[config.mk]
export PLATFORM = sky130hd
export DESIGN_NAME = gpio_bank
export DESIGN_NICKNAME = d
export VERILOG_FILES = /design/src/rtl/gpio_bank.sv
export SDC_FILE = /design/constraint.sdc
export NUM_CORES = 1
export LEC_CHECK = 0
export ABC_AREA = 1
export ABC_CLOCK_PERIOD_IN_PS = 5450
export BUFFER_PORTS_ARGS = -buffer_cell sky130_fd_sc_hd__buf_2
export CAP_MARGIN = 20
export CORE_ASPECT_RATIO = 1.1
export CORE_UTILIZATION = 35
export CTS_BUF_LIST = sky130_fd_sc_hd__clkbuf_16
export DETAILED_ROUTE_END_ITERATION = 10
export GPL_ROUTABILITY_DRIVEN = 0
export PLACE_DENSITY = 0.63
export SYNTH_ARGS = -nofsm -noshare
export SYNTH_HDL_FRONTEND = slang
export SYNTH_SLANG_ARGS = --single-unit
[constraint.sdc]
create_clock -name clk -period 5.45 [get_ports clk]
set_input_delay 0.545 -clock clk [delete_from_list [all_inputs] [get_ports clk]]
set_output_delay 0.545 -clock clk [all_outputs]
set_load 0.01 [all_outputs]
[src/rtl/gpio_bank.sv]
// GPIO bank: N pad channels with synchronised inputs, output and enable
// registers, per-bit edge interrupts and a registered read port.
module gpio_bank #(
    parameter int N           = 8,
    parameter int SYNC_STAGES = 2
) (
    input  logic          clk,
    input  logic          reset,
    input  logic          sel,
    input  logic [2:0]    addr,
    input  logic          re,
    input  logic [3:0]    we,
    input  logic [31:0]   wdata,
    output logic [31:0]   rdata,
    input  logic [N-1:0]  pin_in,
    output logic [N-1:0]  pin_out,
    output logic [N-1:0]  pin_oe,
    output logic          irq
);

    localparam logic [2:0] A_IN   = 3'd0;
    localparam logic [2:0] A_OUT  = 3'd1;
    localparam logic [2:0] A_OE   = 3'd2;
    localparam logic [2:0] A_SET  = 3'd3;
    localparam logic [2:0] A_CLR  = 3'd4;
    localparam logic [2:0] A_REN  = 3'd5;
    localparam logic [2:0] A_FEN  = 3'd6;
    localparam logic [2:0] A_EVT  = 3'd7;

    logic [N-1:0]  sync_q [SYNC_STAGES];
    logic [N-1:0]  hist_q;
    logic [N-1:0]  out_q,   out_d;
    logic [N-1:0]  oe_q,    oe_d;
    logic [N-1:0]  ren_q,   ren_d;
    logic [N-1:0]  fen_q,   fen_d;
    logic [N-1:0]  event_q, event_d;
    logic [31:0]   rdata_q, rdata_d;

    logic [N-1:0]  in_s;
    logic [N-1:0]  wd;
    logic [N-1:0]  edge_set;
    logic [31:0]   rd_word;
    logic          wr_en;

    // Upper write-data bits have no register behind them when N < 32.
    logic          unused_wdata;
    assign unused_wdata = ^wdata;

    assign in_s     = sync_q[SYNC_STAGES-1];
    assign wd       = wdata[N-1:0];
    assign wr_en    = sel & (&we);
    assign edge_set = (in_s & ~hist_q & ren_q) | (~in_s & hist_q & fen_q);

    assign pin_out  = out_q;
    assign pin_oe   = oe_q;
    assign irq      = |event_q;
    assign rdata    = rdata_q;

    // Pad synchroniser chain plus one-deep history for edge detection.
    always_ff @(posedge clk or posedge reset) begin
        if (reset) begin
            for (int k = 0; k < SYNC_STAGES; k++) begin
                sync_q[k] <= '0;
            end
            hist_q <= '0;
        end else begin
            sync_q[0] <= pin_in;
            for (int k = 1; k < SYNC_STAGES; k++) begin
                sync_q[k] <= sync_q[k-1];
            end
            hist_q <= in_s;
        end
    end

    // Register writes; a new edge beats a software clear of the same bit.
    always_comb begin
        out_d   = out_q;
        oe_d    = oe_q;
        ren_d   = ren_q;
        fen_d   = fen_q;
        event_d = event_q;
        if (wr_en) begin
            unique case (addr)
                A_OUT:   out_d   = wd;
                A_OE:    oe_d    = wd;
                A_SET:   out_d   = out_q | wd;
                A_CLR:   out_d   = out_q & ~wd;
                A_REN:   ren_d   = wd;
                A_FEN:   fen_d   = wd;
                A_EVT:   event_d = event_q & ~wd;
                default: ;
            endcase
        end
        event_d = event_d | edge_set;
    end

    // Read mux samples pre-write register values; SET/CLR read as zero.
    always_comb begin
        rd_word = '0;
        unique case (addr)
            A_IN:    rd_word[N-1:0] = in_s;
            A_OUT:   rd_word[N-1:0] = out_q;
            A_OE:    rd_word[N-1:0] = oe_q;
            A_SET:   rd_word = '0;
            A_CLR:   rd_word = '0;
            A_REN:   rd_word[N-1:0] = ren_q;
            A_FEN:   rd_word[N-1:0] = fen_q;
            A_EVT:   rd_word[N-1:0] = event_q;
            default: rd_word = '0;
        endcase
        rdata_d = (sel & re) ? rd_word : rdata_q;
    end

    // Control and status register state.
    always_ff @(posedge clk or posedge reset) begin
        if (reset) begin
            out_q   <= '0;
            oe_q    <= '0;
            ren_q   <= '0;
            fen_q   <= '0;
            event_q <= '0;
            rdata_q <= '0;
        end else begin
            out_q   <= out_d;
            oe_q    <= oe_d;
            ren_q   <= ren_d;
            fen_q   <= fen_d;
            event_q <= event_d;
            rdata_q <= rdata_d;
        end
    end

endmodule
-- After elaboration in Yosys (flattened, before gate mapping)
Index checks and enable logic that the tools add are counted.
- register bits after elaboration: 72
- output and inout bits: 49
- logic and storage cells: 43
- eq/ne operators: 7
- multiplexer cells: 4
- bitwise logic cells: 14
- reduce and logical (&&, ||, !) cells: 9
- operators by type and width (operator ; count):
    case mux 8 bit (7 select lines) ; 1
    bitwise AND 8 bit ; 6
    inverter 8 bit ; 3
    OR 8 bit ; 3
    case mux 8 bit (3 select lines) ; 1
    2-to-1 mux 8 bit ; 2
    equality test 3 bit, second input constant ; 4
    AND reduction 2 bit ; 4
    OR reduction 8 bit ; 1
    equality test 3 x 2 -> 1 bit, second input constant ; 2
    AND reduction 4 bit ; 1
    equality test 3 x 1 -> 1 bit, second input constant ; 1
    zero test 3 bit ; 1
    nonzero test 3 bit ; 1
    bitwise AND 1 bit ; 2
    OR reduction 2 bit ; 1

-- Depth between registers and ports, before layout
Gate-level depths: netlist of the first run.
- word-level depth: 5
- mapped depth: 9
- gate-level depth less buffers: 8

-- Least setup slack after synthesis of the first run
OpenSTA, ideal clock, no wires.
- path type: input to register
- start point: input addr[2]
- end point: register out_q[0] (netlist: pin_out[0])
- library setup time: 0.116 ns
- arrival: 1.334 ns
- path slack: 4.000 ns
- stages on the path: 8
- buffers on the path: 1
- cell sequence: buf_6 -> inv_4 -> nand3_4 -> nand2_2 -> o21ai_4 -> inv_2 -> nand2_1 -> nand2_1
- word-level cells in the longest chain between the ends: 3
- elaborated cells on any way between the ends: 6
- ends and longest elaborated chain (what ; line ; RTL):
    start, declared ; 10 ; input logic [2:0] addr,
    equality test 3 bit, or another cell as far along ; 83 ; unique case (addr)
    nonzero test 3 bit (no line) ; -- ;
    AND reduction 2 bit (no line) ; -- ;
    end signal, assigned ; 124 ; out_q <= out_d;
    end, declared ; 32 ; logic [N-1:0] out_q, out_d;
Several ways; a longest one is shown, not always the timed one.
A chain may end at the register's enable or synchronous reset.

-- Final worst setup path of the first run
- start point: register event_q[0]
- end point: output irq
- word-level cells in the longest chain between the ends: 1
- ends and longest elaborated chain (what ; line ; RTL):
    start, declared ; 36 ; logic [N-1:0] event_q, event_d;
    start signal, assigned ; 128 ; event_q <= event_d;
    OR reduction 8 bit ; 56 ; assign irq = |event_q;
    end, declared ; 18 ; output logic irq
No other way between the ends.

==> impl_summary.log, run 1 <==
[metrics] run status: complete, but fails checks
[metrics] violations in the final reports: DRC
[metrics] Diodes inserted: 0
[metrics] total of endpoints with negative setup slack in the final report: 0
[metrics] endpoint kind of the worst setup timing path: output pin
[metrics] number of nets in the finished design: 528
[metrics] total routed wirelength: 7979 µm
[metrics] post-placement setup slack: 3.509 ns
[metrics] share of layout cells above drive strength 1: 0.1805
[metrics] maximum number of pins on one net before global-route repair: 73
[metrics] synthesized-area fraction occupied by adder cells: 0
[metrics] cell area after synthesis: 3555 µm²
[metrics] Synth area leader: dfrtp_1
[metrics] CTS tree: yes
[metrics] Crit path arrival time: 1.45 ns
[metrics] type of the tightest min-delay check: input pin to flip-flop
[metrics] Leakage Power: 2.148 nW
[metrics] vias after detailed routing: 2861
[metrics] CTS Hold Bufs: 0
[metrics] critical path startpoint category: flip-flop
[metrics] top area cells in the synthesized netlist: dfrtp_1 51%, nand2_1 9.8%, o21ai_1 5.9%, nor2_1 5.4%, buf_4 5.1%
[metrics] remaining global-route overflow: 0
[metrics] crit-path max cell delay: 0.41 ns
[metrics] remaining antenna violation count after routing: 0
[metrics] antenna violations before repair: 0
[metrics] estimated wirelength of the detail-placed design: 5552 µm
[metrics] family of cells with the greatest summed delay on the critical path: simple AND/OR/NAND/NOR gates
[metrics] Clock H-tree levels: 3
[metrics] total of warnings raised by yosys: 0
[metrics] count of routing violations after the opening detailed-route iteration: 183
[metrics] post-synthesis share of cell area spent on xor and xnor gates: 0
[metrics] multiplexer fraction of the synthesized cell area: 0
[metrics] first-pass GRT wire length: 13600 µm
[metrics] Starting Density: 0.3594
[metrics] worst-path cell with the longest stage delay: dfrtp_1
[metrics] FFs w/ async S/R, synth: 1.000
[metrics] Final Critical Period: 1.992 ns
[metrics] Worst Clk Skew: 0.004265 ns
[metrics] buffering stage count on the worst path with inverters included: 1
[metrics] overall die area: 10560 µm²
[metrics] count of port buffers added during placement: 51
[metrics] area fraction of the dominant cell type after synthesis: 0.5069
[metrics] post-synthesis sequential area ratio: 0.5069
[metrics] Synth cell types: 29
[metrics] Overall Global Routing Usage: 0.1690
[metrics] placed cell area: 3811 µm²
[metrics] detail-routed net length per standard cell: 13.25 µm
[metrics] dominant combinational cell family by area after synthesis: simple AND/OR/NAND/NOR gates
[metrics] setup fix buffers added after clock tree synthesis: 0
[metrics] Worst-path clk slew: 0.06 ns
[metrics] RSZ-0062 raised after global routing: no
[metrics] Pre-antenna DRT Iters: 8
[metrics] CORE AREA: 9889 µm²
[metrics] clk root buf: clkbuf_16
[metrics] Synth Instances: 424
[metrics] most common cell in the synthesized netlist: nand2_1
[metrics] worst slew margin relative to its limit: 0.3862
[metrics] mean instance size in the synthesized netlist: 8.384 µm²
[metrics] ratio of total power to cell area: 354.2 nW/µm²
[metrics] fill cell instance count of the final layout: 972
[metrics] post-cts resize count: 0
[metrics] class of the most critical setup path: flip-flop to output pin
[metrics] crit path max fanout: 3
[metrics] Setup Total Neg Slack: 0 ns
[metrics] number of synthesized register bits: 72
[metrics] num rows: 38
[metrics] Max-Cap Viols: 0
[metrics] summed area of non-filler cells in the final layout: 4172 µm²
[metrics] top-level I/O count: 100
[metrics] number of sinks driven by the clock tree: 72
[metrics] Worst-Skew Late Latency: 0.33 ns
[metrics] Die X-Extent: 98.09 µm
[metrics] Final WS setup: 3.458 ns
[metrics] Post-synth EDFFs: 0
[metrics] required time of the critical path: 4.91 ns
[metrics] worst ir drop on vdd: 148.2 µV
[metrics] hold violation count in the final report: 0
[metrics] max-slew violation total from the final report: 0
[metrics] Top FF cell, synth: dfrtp_1
[metrics] vias in the first global route: 2733
[metrics] DR DRC count: 11
[metrics] basic-gate share of the synthesized area counting and, or, nand and nor cells: 0.2622
[metrics] cts bufs inserted: 9
[metrics] part of the cycle the worst path needs: 0.3654
[metrics] Fmax: 502.1 MHz
[metrics] area overhead of the layout relative to synthesis: 17.35%
[metrics] Die Height: 107.7 µm
[metrics] Max Buffers Root-to-Sink: 2
[metrics] post-synthesis compound-gate area fraction: 0.1038
[metrics] leading post-synthesis cells by instance count: 93 x nand2_1, 72 x dfrtp_1, 51 x nor2_1
[metrics] slew of the pin with the lowest slew margin: 0.9207 ns
[metrics] number of vias per cell after detailed routing: 4.752
[metrics] sequence of cells on the critical path: nor4_1 -> nand2_1 -> buf_2
kinds of logic (layout without fill, tap and decap cells):
group                  count (synthesis)  count (layout)
AND/OR/NAND/NOR                      199             199
other                                  1              24
AO/OA/AOI/OAI                         65              65
flip-flops                            72              72
buffers and inverters                 87             122
sequential cells by signal (all words and copies together) (netlist names):
name,cells
sync_q,8
in_s,8
pin_out,8
fen_q,8
rdata,8
pin_oe,8
event_q,8
ren_q,8
hist_q,8
power breakdown:
| group | switching (mW) | internal (mW) | total (mW) | leakage, nW |
|---|---|---|---|---|
| sequential | 0.0351 | 0.579 | 0.615 | 0.891 |
| combinational | 0.105 | 0.0554 | 0.160 | 1.08 |
| clock | 0.213 | 0.490 | 0.703 | 0.174 |
| total | 0.353 | 1.12 | 1.48 | 2.15 |
area by class of cell:
type,instances,area (µm²),area share
sequential,72,1802,0.4319
tap,120,150.1,0.03599
timing repair buffer,52,262.8,0.06299
multi-input combinational,288,1391,0.3335
inverter,54,205.2,0.04919
clock buffer,9,225.2,0.05399
clock inverter,7,135.1,0.03239
cells in the final DEF (no fill, tap or decap):
cell,Yosys,layout
bufinv_16,0,4
nor3_2,1,1
clkbuf_16,0,9
o21ai_4,1,1
nor2_8,1,1
o211ai_1,6,6
conb_1,1,24
nand4_1,6,6
buf_4,24,1
nand4_4,3,3
nand2_2,2,2
nand2_4,1,1
inv_1,48,48
nand3_1,32,32
a31oi_1,2,2
nor2_2,1,1
clkinv_1,0,1
a22oi_1,6,6
nand3_4,1,1
nor2_1,51,51
nor3_1,2,2
buf_2,5,51
inv_4,1,1
dfrtp_1,72,72
o21ai_0,8,8
clkinvlp_4,0,1
nand3_2,3,3
nand2_1,93,93
inv_2,5,6
nor4_1,2,2
o21ai_1,42,42
per-stage QoR:
stage          utilization  hold slack (ns)  cells  total power [mW]
6_report            0.4218           0.3200    602             1.477
5_1_grt             0.4218           0.3067    602             1.545
4_1_cts             0.4218           0.3073    602             1.495
3_5_place_dp        0.3854           0.3362    586            0.7842
3_3_place_gp        0.3854           0.3349    586            0.7796
2_1_floorplan            -           0.3312    447            0.7366
layer usage:
metal  vias to the layer above  global-route usage  share of wire
met5                         -                   0              0
met4                         0             0.07576          0.019
met3                        13             0.03442          0.044
met2                        84              0.2686           0.47
met1                      1331              0.2225           0.47
li1                       1433                   -              -
path summary, 6_finish.rpt:
kind                       startpoint          to  slack [ns]  cells after the start
setup / recovery           event_q[0]         irq        3.46                      3
max in group asynchronous       reset   hist_q[7]        4.35                      3
min in group asynchronous       reset    rdata[3]        0.46                      3
hold reg to reg            sync_q[15]     in_s[7]        0.35                      0
hold / removal              pin_in[3]  sync_q[11]        0.32                      1
setup reg to reg           pin_out[1]    rdata[1]        4.41                      4
(Power assumes the default switching activity.)
==> inputs of run 2 (changes only) <==
ABC_CLOCK_PERIOD_IN_PS = 2100   (was 5450)
clock period = 2.1 ns   (was 5.45 ns; I/O delays follow)
==> run 2 against run 1 <==
The flow still finishes with violations (DRC). Via count up 1.1%. Cell area up 1.5%. Flip-flop and latch count unchanged. Critical path depth unchanged. Non-clock buffer count up 10. Clock power up 130%. Global-route usage up 0.35 points. Cell count up 1.7%. Critical path type unchanged. Critical endpoint unchanged. Highest routed layer unchanged.
==> impl_summary.log, run 2 (synthesized netlist as in run 1, its figures left out) <==
[metrics] most common cell after layout, fill and taps aside: nand2_1
[metrics] worst hold stages: 3 (+2)
[metrics] area overhead of the layout relative to synthesis: 19.08%
[metrics] estimated wirelength of the detail-placed design: 5666 µm (+2.1%)
[metrics] total of endpoints with negative setup slack in the final report: 0 (unchanged)
[metrics] Crit path arrival time: 1.45 ns (about the same)
[metrics] minimum setup slack among reg-to-reg paths: 1.03 ns (-3.38 ns)
[metrics] Max-Cap Viols: 0 (unchanged)
[metrics] Max Buffers Root-to-Sink: 2 (unchanged)
[metrics] violations in the final reports: DRC
[metrics] Pre-antenna DRT Iters: 8 (unchanged)
[metrics] count of port buffers added during placement: 51 (unchanged)
[metrics] CTS tree: yes
[metrics] first-pass GRT wire length: 13760 µm (+1.2%)
[metrics] required time of the critical path: 1.89 ns (-3.02 ns)
[metrics] crit path max fanout: 3 (unchanged)
[metrics] vias in the first global route: 2726 (-0.26%)
[metrics] crit-path max cell delay: 0.41 ns (about the same)
[metrics] number of nets in the finished design: 538 (+1.9%)
[metrics] CTS Hold Bufs: 9 (+9)
[metrics] Diodes inserted: 0 (unchanged)
[metrics] placed cell area: 3831 µm² (+0.53%)
[metrics] hold_sp: wdata[0]
[metrics] overall die area: 10560 µm² (unchanged)
[metrics] worst ir drop on vdd: 362.1 µV (+140%)
[metrics] endpoint kind of the worst setup timing path: output pin
[metrics] total routed wirelength: 8157 µm (+2.2%)
[metrics] most used cells in the layout excluding fill and tap cells: 93 x nand2_1, 72 x dfrtp_1, 51 x nor2_1, 51 x buf_2, 47 x inv_1
[metrics] Final Critical Period: 1.663 ns
[metrics] Worst-path clk slew: 0.06 ns (about the same)
[metrics] terminus of the critical flop-to-flop path: rdata[6]
[metrics] number of sinks driven by the clock tree: 72 (unchanged)
[metrics] hold violation count in the final report: 0 (unchanged)
[metrics] Die X-Extent: 98.09 µm (unchanged)
[metrics] vias after detailed routing: 2893 (+1.1%)
[metrics] num rows: 38 (unchanged)
[metrics] worst-case reg-to-reg path depth: 4 (unchanged)
[metrics] number of placed instances, taps included: 587 (+0.17%)
[metrics] max-slew violation total from the final report: 0 (unchanged)
[metrics] Leakage Power: 2.173 nW (+1.2%)
[metrics] remaining antenna violation count after routing: 0 (unchanged)
[metrics] number of vias per cell after detailed routing: 4.727 (-0.53%)
[metrics] RSZ-0062 raised after global routing: no
[metrics] Worst Clk Skew: 0.004903 ns (+0.0006381 ns)
[metrics] Overall Global Routing Usage: 0.1725 (+0.003545)
[metrics] top-level I/O count: 100 (unchanged)
[metrics] share of layout cells above drive strength 1: 0.1809 (+0.0003964)
[metrics] run status: complete, but fails checks
[metrics] part of the cycle the worst path needs: 0.7917
[metrics] Worst-Skew Late Latency: 0.34 ns (about the same)
[metrics] worst-path cell with the longest stage delay: dfrtp_1
[metrics] Starting Density: 0.3594 (unchanged)
[metrics] maximum number of pins on one net before global-route repair: 73 (unchanged)
[metrics] number of standard cells in the layout, taps in and fillers out: 612 (+1.7%)
[metrics] Fmax: 601.5 MHz
[metrics] buffering stage count on the worst path with inverters included: 1 (unchanged)
[metrics] DR DRC count: 10 (-1)
[metrics] post-cts resize count: 0 (unchanged)
[metrics] startpoint of the most critical register-to-register path: pin_out[6]
[metrics] post-layout util: 0.4280 (+0.006199)
[metrics] Clock H-tree levels: 3 (unchanged)
[metrics] Setup Total Neg Slack: 0 ns (unchanged)
[metrics] antenna violations before repair: 0 (unchanged)
[metrics] clk root buf: clkbuf_16
[metrics] family of cells with the greatest summed delay on the critical path: simple AND/OR/NAND/NOR gates
[metrics] class of the most critical setup path: flip-flop to output pin
[metrics] Die Height: 107.7 µm (unchanged)
[metrics] detail-routed net length per standard cell: 13.33 µm (+0.56%)
[metrics] CORE AREA: 9889 µm² (unchanged)
[metrics] setup fix buffers added after clock tree synthesis: 0 (unchanged)
[metrics] cts bufs inserted: 9 (unchanged)
[metrics] critical path startpoint category: flip-flop
[metrics] count of routing violations after the opening detailed-route iteration: 257 (+40%)
[metrics] fill cell instance count of the final layout: 972 (unchanged)
[metrics] remaining global-route overflow: 0 (unchanged)
[metrics] type of the tightest min-delay check: input pin to flip-flop
[metrics] summed area of non-filler cells in the final layout: 4233 µm² (+1.5%)
[metrics] ratio of total power to cell area: 858.8 nW/µm² (+140%)
[metrics] sequence of cells on the critical path: nor4_1 -> nand2_1 -> buf_2
[metrics] end point of the worst hold path: pin_oe[0]
[run 2: cell types whose count changed in the layout (fill, tap and decap cells not counted), sizes merged]
cell	before	now
clkinv	1	4
inv	55	54
dlygate4sd3	0	9
bufinv	4	2
buf	52	53
[run 2: stage by stage]
stage	worst slack (ns)	hold slack, ns	power (mW)
floorplan	0.06508	0.2414	1.912
global placement	0.5701	0.3195	2.029
detailed placement	0.5259	0.3197	2.042
CTS	0.4041	0.2312	3.662
global route	0.3886	0.2714	3.795
finish	0.4374	0.2302	3.635
[run 2: worst min-delay path, cell delays in order]
cell	delay [ns]
buf_2	0.10
inv_1	0.09
o21ai_1	0.14
[run 2: worst max-delay path by stage]
stage,from,end,cells after the start
floorplan,reset,event_q[0],1
global placement,addr[2],rdata[0],8
detailed placement,addr[2],rdata[7],8
CTS,event_q[0],irq,3
global route,event_q[0],irq,3
finish,event_q[0],irq,3
[run 2: metal layers]
metal / vias up / GRT usage / part of all wire
met5: - / 0 / 0
met4: 0 / 0.1017 / 0.024
met3: 13 / 0.02792 / 0.037
met2: 81 / 0.2731 / 0.47
met1: 1350 / 0.2231 / 0.47
li1: 1449 / - / -
[run 2: where the power goes]
group / switching, mW / internal (mW) / total [mW]
registers: 0.0930 / 1.50 / 1.60
logic: 0.275 / 0.159 / 0.433
clock network: 0.577 / 1.03 / 1.61
[run 2: area by class of cell]
cell class | instances | area [µm²] | area share
Clock buffer | 9 | 225.2 | 0.05321
Clock inverter | 7 | 86.33 | 0.02040
Inverter | 54 | 205.2 | 0.04848
Multi-Input combinational cell | 288 | 1391 | 0.3287
Sequential cell | 72 | 1802 | 0.4257
Tap cell | 120 | 150.1 | 0.03547
Timing Repair Buffer | 62 | 372.9 | 0.08809
